$ cat config.mk
export PLATFORM = sky130hd
export DESIGN_NAME = riscv_core_dcache_writeback_unit
export DESIGN_NICKNAME = d
export VERILOG_FILES = /design/src/rtl/riscv_core_dcache_writeback_unit.sv
export SDC_FILE = /design/constraint.sdc
export NUM_CORES = 1
export LEC_CHECK = 0
export ABC_AREA = 1
export CAP_MARGIN = 0
export CORE_UTILIZATION = 40
export CTS_CLUSTER_DIAMETER = 200
export DETAILED_ROUTE_END_ITERATION = 8
export GPL_ROUTABILITY_DRIVEN = 0
export PLACE_DENSITY = 0.69
export SETUP_SLACK_MARGIN = 0.02
export SYNTH_ARGS = -nofsm -noshare
export SYNTH_HDL_FRONTEND = slang
export SYNTH_SLANG_ARGS = --single-unit
$ cat constraint.sdc
create_clock -name i_clk -period 44.9 [get_ports i_clk]
set_input_delay 4.49 -clock i_clk [delete_from_list [all_inputs] [get_ports i_clk]]
set_output_delay 4.49 -clock i_clk [all_outputs]
set_load 0.02 [all_outputs]
$ cat src/rtl/riscv_core_dcache_writeback_unit.sv
// ============================================================================
// Module   : riscv_core_dcache_writeback_unit
// Brief    : Buffers dirty dcache victim lines and writes them out as AXI4
//            INCR bursts; exposes a lookup port for lines still pending.
// Revision : 1.0 - initial release
// ============================================================================
`default_nettype none

module riscv_core_dcache_writeback_unit #(
  parameter int ADDR_WIDTH     = 64,
  parameter int BLOCK_WIDTH    = 256,
  parameter int BUS_DATA_WIDTH = 64,
  parameter int WB_DEPTH       = 2
) (
  input  logic                        i_clk,
  input  logic                        i_rst_n,
  input  logic                        i_evict_valid,
  output logic                        o_evict_ready,
  input  logic [ADDR_WIDTH-1:0]       i_evict_addr,
  input  logic [BLOCK_WIDTH-1:0]      i_evict_block,
  input  logic [ADDR_WIDTH-1:0]       i_lookup_addr,
  output logic                        o_lookup_hit,
  output logic                        o_awvalid,
  input  logic                        i_awready,
  output logic [ADDR_WIDTH-1:0]       o_awaddr,
  output logic [7:0]                  o_awlen,
  output logic [2:0]                  o_awsize,
  output logic [1:0]                  o_awburst,
  output logic                        o_wvalid,
  input  logic                        i_wready,
  output logic [BUS_DATA_WIDTH-1:0]   o_wdata,
  output logic [BUS_DATA_WIDTH/8-1:0] o_wstrb,
  output logic                        o_wlast,
  input  logic                        i_bvalid,
  output logic                        o_bready,
  input  logic [1:0]                  i_bresp,
  output logic                        o_wb_busy,
  output logic                        o_wb_error
);

  localparam int c_BEATS  = BLOCK_WIDTH / BUS_DATA_WIDTH;
  localparam int c_BEAT_W = $clog2(c_BEATS);
  localparam int c_PTR_W  = $clog2(WB_DEPTH);
  localparam int c_OFF_W  = $clog2(BLOCK_WIDTH / 8);
  localparam int c_STRB_W = BUS_DATA_WIDTH / 8;

  typedef enum logic [1:0] {
    S_IDLE = 2'd0,
    S_AW   = 2'd1,
    S_W    = 2'd2,
    S_B    = 2'd3
  } state_t;

  state_t                    r_state;
  state_t                    w_state_nxt;
  logic [ADDR_WIDTH-1:0]     r_addr  [WB_DEPTH];
  logic [BLOCK_WIDTH-1:0]    r_block [WB_DEPTH];
  logic [c_PTR_W-1:0]        r_wr_ptr;
  logic [c_PTR_W-1:0]        r_rd_ptr;
  logic [c_PTR_W:0]          r_count;
  logic [c_BEAT_W-1:0]       r_beat;
  logic [c_BEAT_W-1:0]       w_beat_nxt;
  logic                      r_wb_error;
  logic                      w_full;
  logic                      w_empty;
  logic                      w_push;
  logic                      w_pop;
  logic                      w_last;
  logic [BUS_DATA_WIDTH-1:0] w_words [c_BEATS];
  logic [WB_DEPTH-1:0]       w_entry_valid;
  logic [WB_DEPTH-1:0]       w_entry_match;
  logic                      w_unused;

  assign w_full        = (r_count == (c_PTR_W+1)'(WB_DEPTH));
  assign w_empty       = (r_count == '0);
  assign o_evict_ready = !w_full;
  assign w_push        = i_evict_valid && !w_full;
  assign w_pop         = (r_state == S_B) && i_bvalid;
  assign w_last        = (r_beat == c_BEAT_W'(c_BEATS - 1));

  // Line-offset bits and the low response bit carry no information here.
  assign w_unused = &{1'b0, i_evict_addr[c_OFF_W-1:0], i_lookup_addr[c_OFF_W-1:0], i_bresp[0]};

  always_ff @(posedge i_clk or negedge i_rst_n) begin
    if (!i_rst_n) begin
      r_wr_ptr <= '0;
      r_rd_ptr <= '0;
      r_count  <= '0;
    end else begin
      if (w_push) r_wr_ptr <= r_wr_ptr + c_PTR_W'(1);
      if (w_pop)  r_rd_ptr <= r_rd_ptr + c_PTR_W'(1);
      case ({w_push, w_pop})
        2'b10:   r_count <= r_count + (c_PTR_W+1)'(1);
        2'b01:   r_count <= r_count - (c_PTR_W+1)'(1);
        default: r_count <= r_count;
      endcase
    end
  end

  always_ff @(posedge i_clk) begin
    if (w_push) begin
      r_addr[r_wr_ptr]  <= {i_evict_addr[ADDR_WIDTH-1:c_OFF_W], {c_OFF_W{1'b0}}};
      r_block[r_wr_ptr] <= i_evict_block;
    end
  end

  // An entry is live while its distance from the head is below the count;
  // the head stays live until its B response so the in-flight line still hits.
  for (genvar g = 0; g < WB_DEPTH; g++) begin : g_entry
    logic [c_PTR_W-1:0] w_rel;
    assign w_rel            = c_PTR_W'(g) - r_rd_ptr;
    assign w_entry_valid[g] = ({1'b0, w_rel} < r_count);
    assign w_entry_match[g] = w_entry_valid[g] &&
        (r_addr[g][ADDR_WIDTH-1:c_OFF_W] == i_lookup_addr[ADDR_WIDTH-1:c_OFF_W]);
  end

  assign o_lookup_hit = |w_entry_match;

  for (genvar k = 0; k < c_BEATS; k++) begin : g_word
    assign w_words[k] = r_block[r_rd_ptr][k*BUS_DATA_WIDTH +: BUS_DATA_WIDTH];
  end

  always_ff @(posedge i_clk or negedge i_rst_n) begin
    if (!i_rst_n) begin
      r_state    <= S_IDLE;
      r_beat     <= '0;
      r_wb_error <= 1'b0;
    end else begin
      r_state    <= w_state_nxt;
      r_beat     <= w_beat_nxt;
      r_wb_error <= w_pop && i_bresp[1];
    end
  end

  always_comb begin
    w_state_nxt = r_state;
    w_beat_nxt  = r_beat;
    o_awvalid   = 1'b0;
    o_awaddr    = '0;
    o_wvalid    = 1'b0;
    o_wdata     = '0;
    o_wstrb     = '0;
    o_wlast     = 1'b0;
    o_bready    = 1'b0;
    case (r_state)
      S_IDLE: begin
        if (!w_empty) w_state_nxt = S_AW;
      end
      S_AW: begin
        o_awvalid = 1'b1;
        o_awaddr  = r_addr[r_rd_ptr];
        if (i_awready) begin
          w_state_nxt = S_W;
          w_beat_nxt  = '0;
        end
      end
      S_W: begin
        o_wvalid = 1'b1;
        o_wdata  = w_words[r_beat];
        o_wstrb  = {c_STRB_W{1'b1}};
        o_wlast  = w_last;
        if (i_wready) begin
          w_beat_nxt = r_beat + c_BEAT_W'(1);
          if (w_last) w_state_nxt = S_B;
        end
      end
      S_B: begin
        o_bready = 1'b1;
        if (i_bvalid) w_state_nxt = S_IDLE;
      end
      default: w_state_nxt = S_IDLE;
    endcase
  end

  assign o_awlen    = 8'(c_BEATS - 1);
  assign o_awsize   = 3'($clog2(c_STRB_W));
  assign o_awburst  = 2'b01;
  assign o_wb_busy  = !w_empty || (r_state != S_IDLE);
  assign o_wb_error = r_wb_error;

endmodule

`default_nettype wire

# Word-level counts from Yosys, hierarchy flattened
# Memory sizes are Yosys's and may differ from the RTL's.
# Index checks and enable logic that the tools add are counted.
word_totals:
  in_bits: 392
  register_bits: 9
  ramBits: 630
  output_inout_bits: 157
  latch_bits: 0
  romBits: 0
  mem_count: 2
memory_table:
  columns: ["memory", "words", "word_bits", "rd", "rd_clocked_by_memory_dff", "wr", "line", "rtl"]
  rows:
  - ["r_block", 2, 256, 1, 0, 1, "57", "logic [BLOCK_WIDTH-1:0] r_block [WB_DEPTH];"]
  - ["r_addr", 2, 59, 3, 0, 1, "56", "logic [ADDR_WIDTH-1:0] r_addr [WB_DEPTH];"]
op_classes:
  add_sub_neg: 7
  shifts: 0
  n_reduce_logical: 16
  magnitude_cmp: 3
  div: 0
  bitwise: 1
  mux: 22
  n_eq_ne: 14
  multipliers: 0
op_table:
  columns: ["operator", "count"]
  rows:
  - ["2-to-1 mux 64 bit", 4]
  - ["binary-select mux 64 bit (select 2 bit)", 1]
  - ["== test 59 bit", 2]
  - ["2-to-1 mux 2 bit", 7]
  - ["== test 2 bit, second input constant", 5]
  - ["inequality test 2 bit, second input constant", 5]
  - ["2-to-1 mux 8 bit", 1]
  - ["case mux 2 bit (2 select lines)", 2]
  - ["case mux 2 bit (4 select lines)", 1]
  - ["2-to-1 mux 1 bit", 6]
  - ["nonzero test 2 bit", 3]
  - ["logical AND 1 bit", 5]
  - ["AND reduction 5 bit", 1]
  - ["adder 2 x 1 -> 2 bit, second input constant", 2]
  - ["== test 2 x 1 -> 1 bit, second input constant", 2]
  - ["zero test 2 bit", 2]
  - ["< comparator 1 x 2 -> 1 bit", 2]
  - ["greater-or-equal comparator 3 bit, second input constant", 1]
  - ["NOT 2 -> 3 bit", 1]
  - ["AND reduction 3 bit", 1]
  - ["adder 1 bit, second input constant", 2]
  - ["zero test 1 bit", 2]
  - ["OR reduction 2 bit", 1]
  - ["subtractor 1 bit, first input constant", 2]
  - ["other kinds (2)", 2]

# Logic depth before layout (Yosys ltp)
logic_depth:
  ltp_word: 5
  mapped_depth: 10
  ltp_nobuf: 10

# Worst setup path before layout
# No wires, ideal clock.
synth_path:
  path_type: "input -> register"
  start: "input i_evict_valid"
  end: "memory r_addr[1][0] in the netlist's numbering, enable pin"
  arrival_ns: 17.652
  setup_slack_ns: 26.249
  cell_stages: 2
  n_path_buf: 0
  cell_sequence: "nand2_1 nor2_1"
synth_between:
  elab_chain_len: 3
synth_lines:
  columns: ["item", "line", "rtl"]
  rows:
  - ["start, declared", "17", "input logic i_evict_valid,"]
  - ["logical AND 1 bit", "77", "assign w_push = i_evict_valid && !w_full;"]
  - ["2-to-1 mux 1 bit", "101", "if (w_push) begin"]
  - ["2-to-1 mux 1 bit (not written as such)", "102", "r_addr[r_wr_ptr] <= {i_evict_addr[ADDR_WIDTH-1:c_OFF_W], {c_OFF_W{1'b0}}};"]
  - ["end, declared", "56", null]
# No other way between the ends.

# Worst setup path in the final report
layout_path:
  start: "input i_lookup_addr[11]"
  end: "output o_lookup_hit"
layout_between:
  elab_chain_len: 3
  word_cells_on_any_way: 5
  classes_between: "2 x eq/ne; 3 x reduce/logical"
layout_lines:
  columns: ["item", "line", "rtl"]
  rows:
  - ["start, declared", "21", "input logic [ADDR_WIDTH-1:0] i_lookup_addr,"]
  - ["== test 59 bit", "114", "(r_addr[g][ADDR_WIDTH-1:c_OFF_W] == i_lookup_addr[ADDR_WIDTH-1:c_OFF_W]);"]
  - ["logical AND 1 bit", "113", "assign w_entry_match[g] = w_entry_valid[g] &&"]
  - ["OR reduction 2 bit *", "117", "assign o_lookup_hit = |w_entry_match;"]
  - ["end, declared", "22", "output logic o_lookup_hit,"]
# Every way passes the cells marked *; elsewhere a longest branch is shown, timed or not.

==> impl_results.rst <==
.. list-table::
   :header-rows: 1

   * - Metric
     - Value
   * - Initial DRC count
     - 1559
   * - Number of enable flip-flop cells after synthesis
     - 630
   * - Slew headroom
     - 18.1%
   * - Worst skew pair latency
     - 590 ps
   * - Area of the mapped netlist
     - 0.0270 mm2
   * - Most repeated cell in the gate-level netlist after synthesis
     - sky130_fd_sc_hd__edfxtp_1
   * - Area share of the leading cell type in the synthesized netlist
     - 70.0%
   * - Highest cell delay on the worst timing path
     - 610 ps
   * - Largest buffer count on any clock path
     - 3
   * - Mean Syn Cell Area
     - 11.3 um2
   * - ANT nets after route
     - 0
   * - Number of clock sinks
     - 639
   * - Critical Path RT
     - 40410 ps
   * - Proportion of layout cells with a drive suffix above 1
     - 4.23%
   * - Chip width
     - 262 um
   * - Count of mapped cells out of synthesis
     - 2402
   * - Maximum fanout encountered on the critical timing path
     - 3
   * - Area growth syn-to-layout
     - 30.0%
   * - Seq cells post-synth
     - 639
   * - Maximum clock frequency
     - 0.0895 GHz
   * - Number of distinct standard cells referenced by the synthesized netlist
     - 23
   * - Number of buffers inserted to repair setup after CTS
     - 0
   * - Cell with the largest stage delay on the worst path
     - sky130_fd_sc_hd__clkdlybuf4s50_1
   * - Class of the worst hold path
     - flop to flop
   * - Largest family of logic cells by synthesized area
     - simple AND/OR/NAND/NOR gates
   * - Final setup violating endpoints
     - 0
   * - Number of CTS-inserted buffers
     - 70
   * - Crit path time final
     - 11170 ps
   * - Number of vias after detailed routing
     - 19.4k
   * - Number of detailed-routing iterations run before antenna repair
     - 7
   * - Number of global-route vias before repair
     - 19.2k
   * - Slew of the pin with the lowest slew margin
     - 1230 ps
   * - Full die area
     - 0.0686 mm2
   * - Fin Clk Skew
     - 17.4 ps
   * - Top FF cell, synth
     - sky130_fd_sc_hd__edfxtp_1
   * - CP Launch Type
     - primary input
   * - Cell type with the highest occurrence count on the critical path
     - sky130_fd_sc_hd__nand2_1
   * - Top post-synthesis cells by area
     - sky130_fd_sc_hd__edfxtp_1, sky130_fd_sc_hd__nor2_1, sky130_fd_sc_hd__o21ai_0
   * - Result of the run
     - complete, no violations
   * - Detail Placement HPWL
     - 47.2 mm
   * - Placeable Area
     - 0.0663 mm2
   * - CTS tree
     - built
   * - Remaining routing DRC violations
     - 0
   * - Static leakage
     - 12.6 nW
   * - Net Sw Frac
     - 36.2%
   * - Number of antenna violations at the first check in global routing
     - 31
   * - Number of max-slew violations in the final report
     - 0
   * - DRT Wirelength
     - 74.7 mm
   * - Kind of critical path
     - primary input to output port
   * - Vertical die dimension
     - 262 um
   * - Average routed wire per standard cell
     - 19.6 um
   * - Post-synthesis share of cell area spent on and, or, nand and nor gates
     - 12.0%
   * - Setup total negative slack
     - 0 ps
   * - FF+latch area
     - 0.0192 mm2
   * - Post-cts resize count
     - 0
   * - H-tree depth
     - 3
   * - Critical Path End Type
     - output port
   * - Arithmetic-cell share of the synthesized area counting full adders, half adders and majority gates
     - 0.324%
   * - Net Sw Power
     - 0.808 mW
   * - Filler cell count
     - 5506
   * - Cell taking the most area after synthesis
     - sky130_fd_sc_hd__edfxtp_1
   * - IR drop worst, VDD
     - 0.0000468 V
   * - Number of cells in the finished layout apart from fillers
     - 3810
   * - Post-route core utilization
     - 53.0%
   * - Part of the power in the clock network
     - 26.0%
   * - Final hold violation count
     - 0
   * - Clock Root Buffer
     - sky130_fd_sc_hd__clkbuf_16
   * - Net count reported at finish
     - 3274
   * - Max Cap Violations
     - 0
   * - Share of synthesized registers carrying an async set or reset
     - 1.41%
   * - Area share of xor/xnor cells in the synthesized design
     - 1.23%
   * - Maximum number of pins on one net before global-route repair
     - 203
   * - Arrival time reported for the critical path endpoint
     - 6680 ps
   * - Initial standard-cell utilization of the core
     - 40.8%
   * - Number of buffers and inverters on the critical path
     - 3
   * - Placed Cells incl. Taps
     - 3667
   * - Count of pins on the block boundary
     - 549
   * - Global route total overflow
     - 0
   * - Multiplexer share of the synthesized area
     - 0%
   * - Warnings, synthesis
     - 0
   * - Count of buffers from port buffering
     - 519
   * - Hold Buf Count CTS
     - 0
   * - Combinational group share of total power
     - 35.0%
   * - Cell-by-cell trace of the critical path
     - clkdlybuf4s50_1, inv_1, nand2_1, nand2_1, nor2_1, nand2_1, nor2_1, nand2_1, nor2_1, nand2_1, nand2_1, clkdlybuf4s50_1
   * - Area occupied by multi-input gates
     - 0.00665 mm2
   * - Global Route Usage Sum
     - 20.9%
   * - Post-synthesis compound-gate area fraction
     - 10.7%
   * - Cell family contributing the most delay on the critical path
     - buffers and inverters
   * - Fraction of power consumed by sequential logic
     - 39.0%
   * - Share of the yosys chip area belonging to registers
     - 70.8%
   * - Commonest cells in the synthesized netlist
     - sky130_fd_sc_hd__edfxtp_1, sky130_fd_sc_hd__nor2_1, sky130_fd_sc_hd__o21ai_0
   * - RSZ-0062 raised after global routing
     - false
   * - Cell Pwr Density
     - 63.5 mW/mm2
   * - Count of standard-cell rows
     - 94
   * - Clock transition time at the flip-flop clock pins of the worst setup and hold paths
     - 60 ps
   * - Internal portion of total power
     - 1.43 mW
   * - Post-route fraction of the period consumed by the critical path
     - 24.9%
   * - DR vias/cell
     - 5.09
   * - Wire length of the first global-routing pass
     - 109 mm
## sequential cells by signal, summed over array words and instances (netlist names)
name and count:
r_count 2, r_addr 118, r_state 2, r_wr_ptr 1, o_wb_error 1, r_block 512
r_beat 2, r_rd_ptr 1
## path summary, 6_finish.rpt
kind / start / end / slack, ps / depth (start not counted)
max: i_lookup_addr[11] / o_lookup_hit / 33730 / 12
max reg2reg: r_count[0] / r_block[1][121] / 41110 / 6
min: r_count[0] / r_count[0] / 540 / 1
max in group asynchronous: i_rst_n / r_beat[0] / 40310 / 1
min in group asynchronous: i_rst_n / o_wb_error / 4220 / 1
min reg2reg: r_count[0] / r_count[0] / 540 / 1
## cells in the final DEF, fill, tap and decap left out, drive strengths merged
cell / count
buf: 16
ha: 7
bufinv: 8
clkinvlp: 6
diode: 16
xor2: 16
inv: 147
clkbuf: 89
nand4: 1
or2: 1
nor2: 549
xnor2: 22
dfrtp: 9
nand2: 302
edfxtp: 630
a31oi: 64
o21ai: 448
a21oi: 52
conb: 18
clkdlybuf4s50: 519
nor3: 1
nand3: 4
clkinv: 21
## final cells by class
type,count,area share (%)
multi-input combinational,1485,18.9
clock buffer,89,5.31
antenna,16,0.114
sequential,639,54.5
clock inverter,38,1.33
timing repair buffer,535,15.2
tap,864,3.07
inverter,144,1.57
## stage by stage
stage               hold WS, ps  setup WS (ps)  power (mW)  area [um2]
floorplan                   482          26250        1.43       27100
global placement            495          33810        1.64       32800
detailed placement          529          33770        1.66       32800
CTS                         537          33760        2.25       35100
global route                549          33660        2.36       35100
finish                      543          33730        2.23       35200
## power by group through the flow
stage | registers [mW] | logic (mW) | clock network (mW)
2_1_floorplan | 0.932 | 0.501 | 0
3_3_place_gp | 0.874 | 0.769 | 0
3_5_place_dp | 0.881 | 0.783 | 0
4_1_cts | 0.869 | 0.788 | 0.593
5_1_grt | 0.881 | 0.862 | 0.615
6_report | 0.870 | 0.782 | 0.581
## kinds of logic (layout without fill, tap and decap cells)
logic type | Yosys count | count (layout)
adders and majority gates | 7 | 7
xor gates and xnor gates | 38 | 38
other | 2 | 34
and+or+nand+nor | 858 | 858
DFF | 639 | 639
AOI/OAI and AO/OA | 564 | 564
buffers and inverters | 294 | 806
## metal layers
layer | share of wire (%) | track usage, %
met1 | 39 | 25.1
met2 | 49 | 34.8
met3 | 8.9 | 7.21
met4 | 3.1 | 7.76
met5 | 0.33 | 0
(Power assumes the default switching activity.)
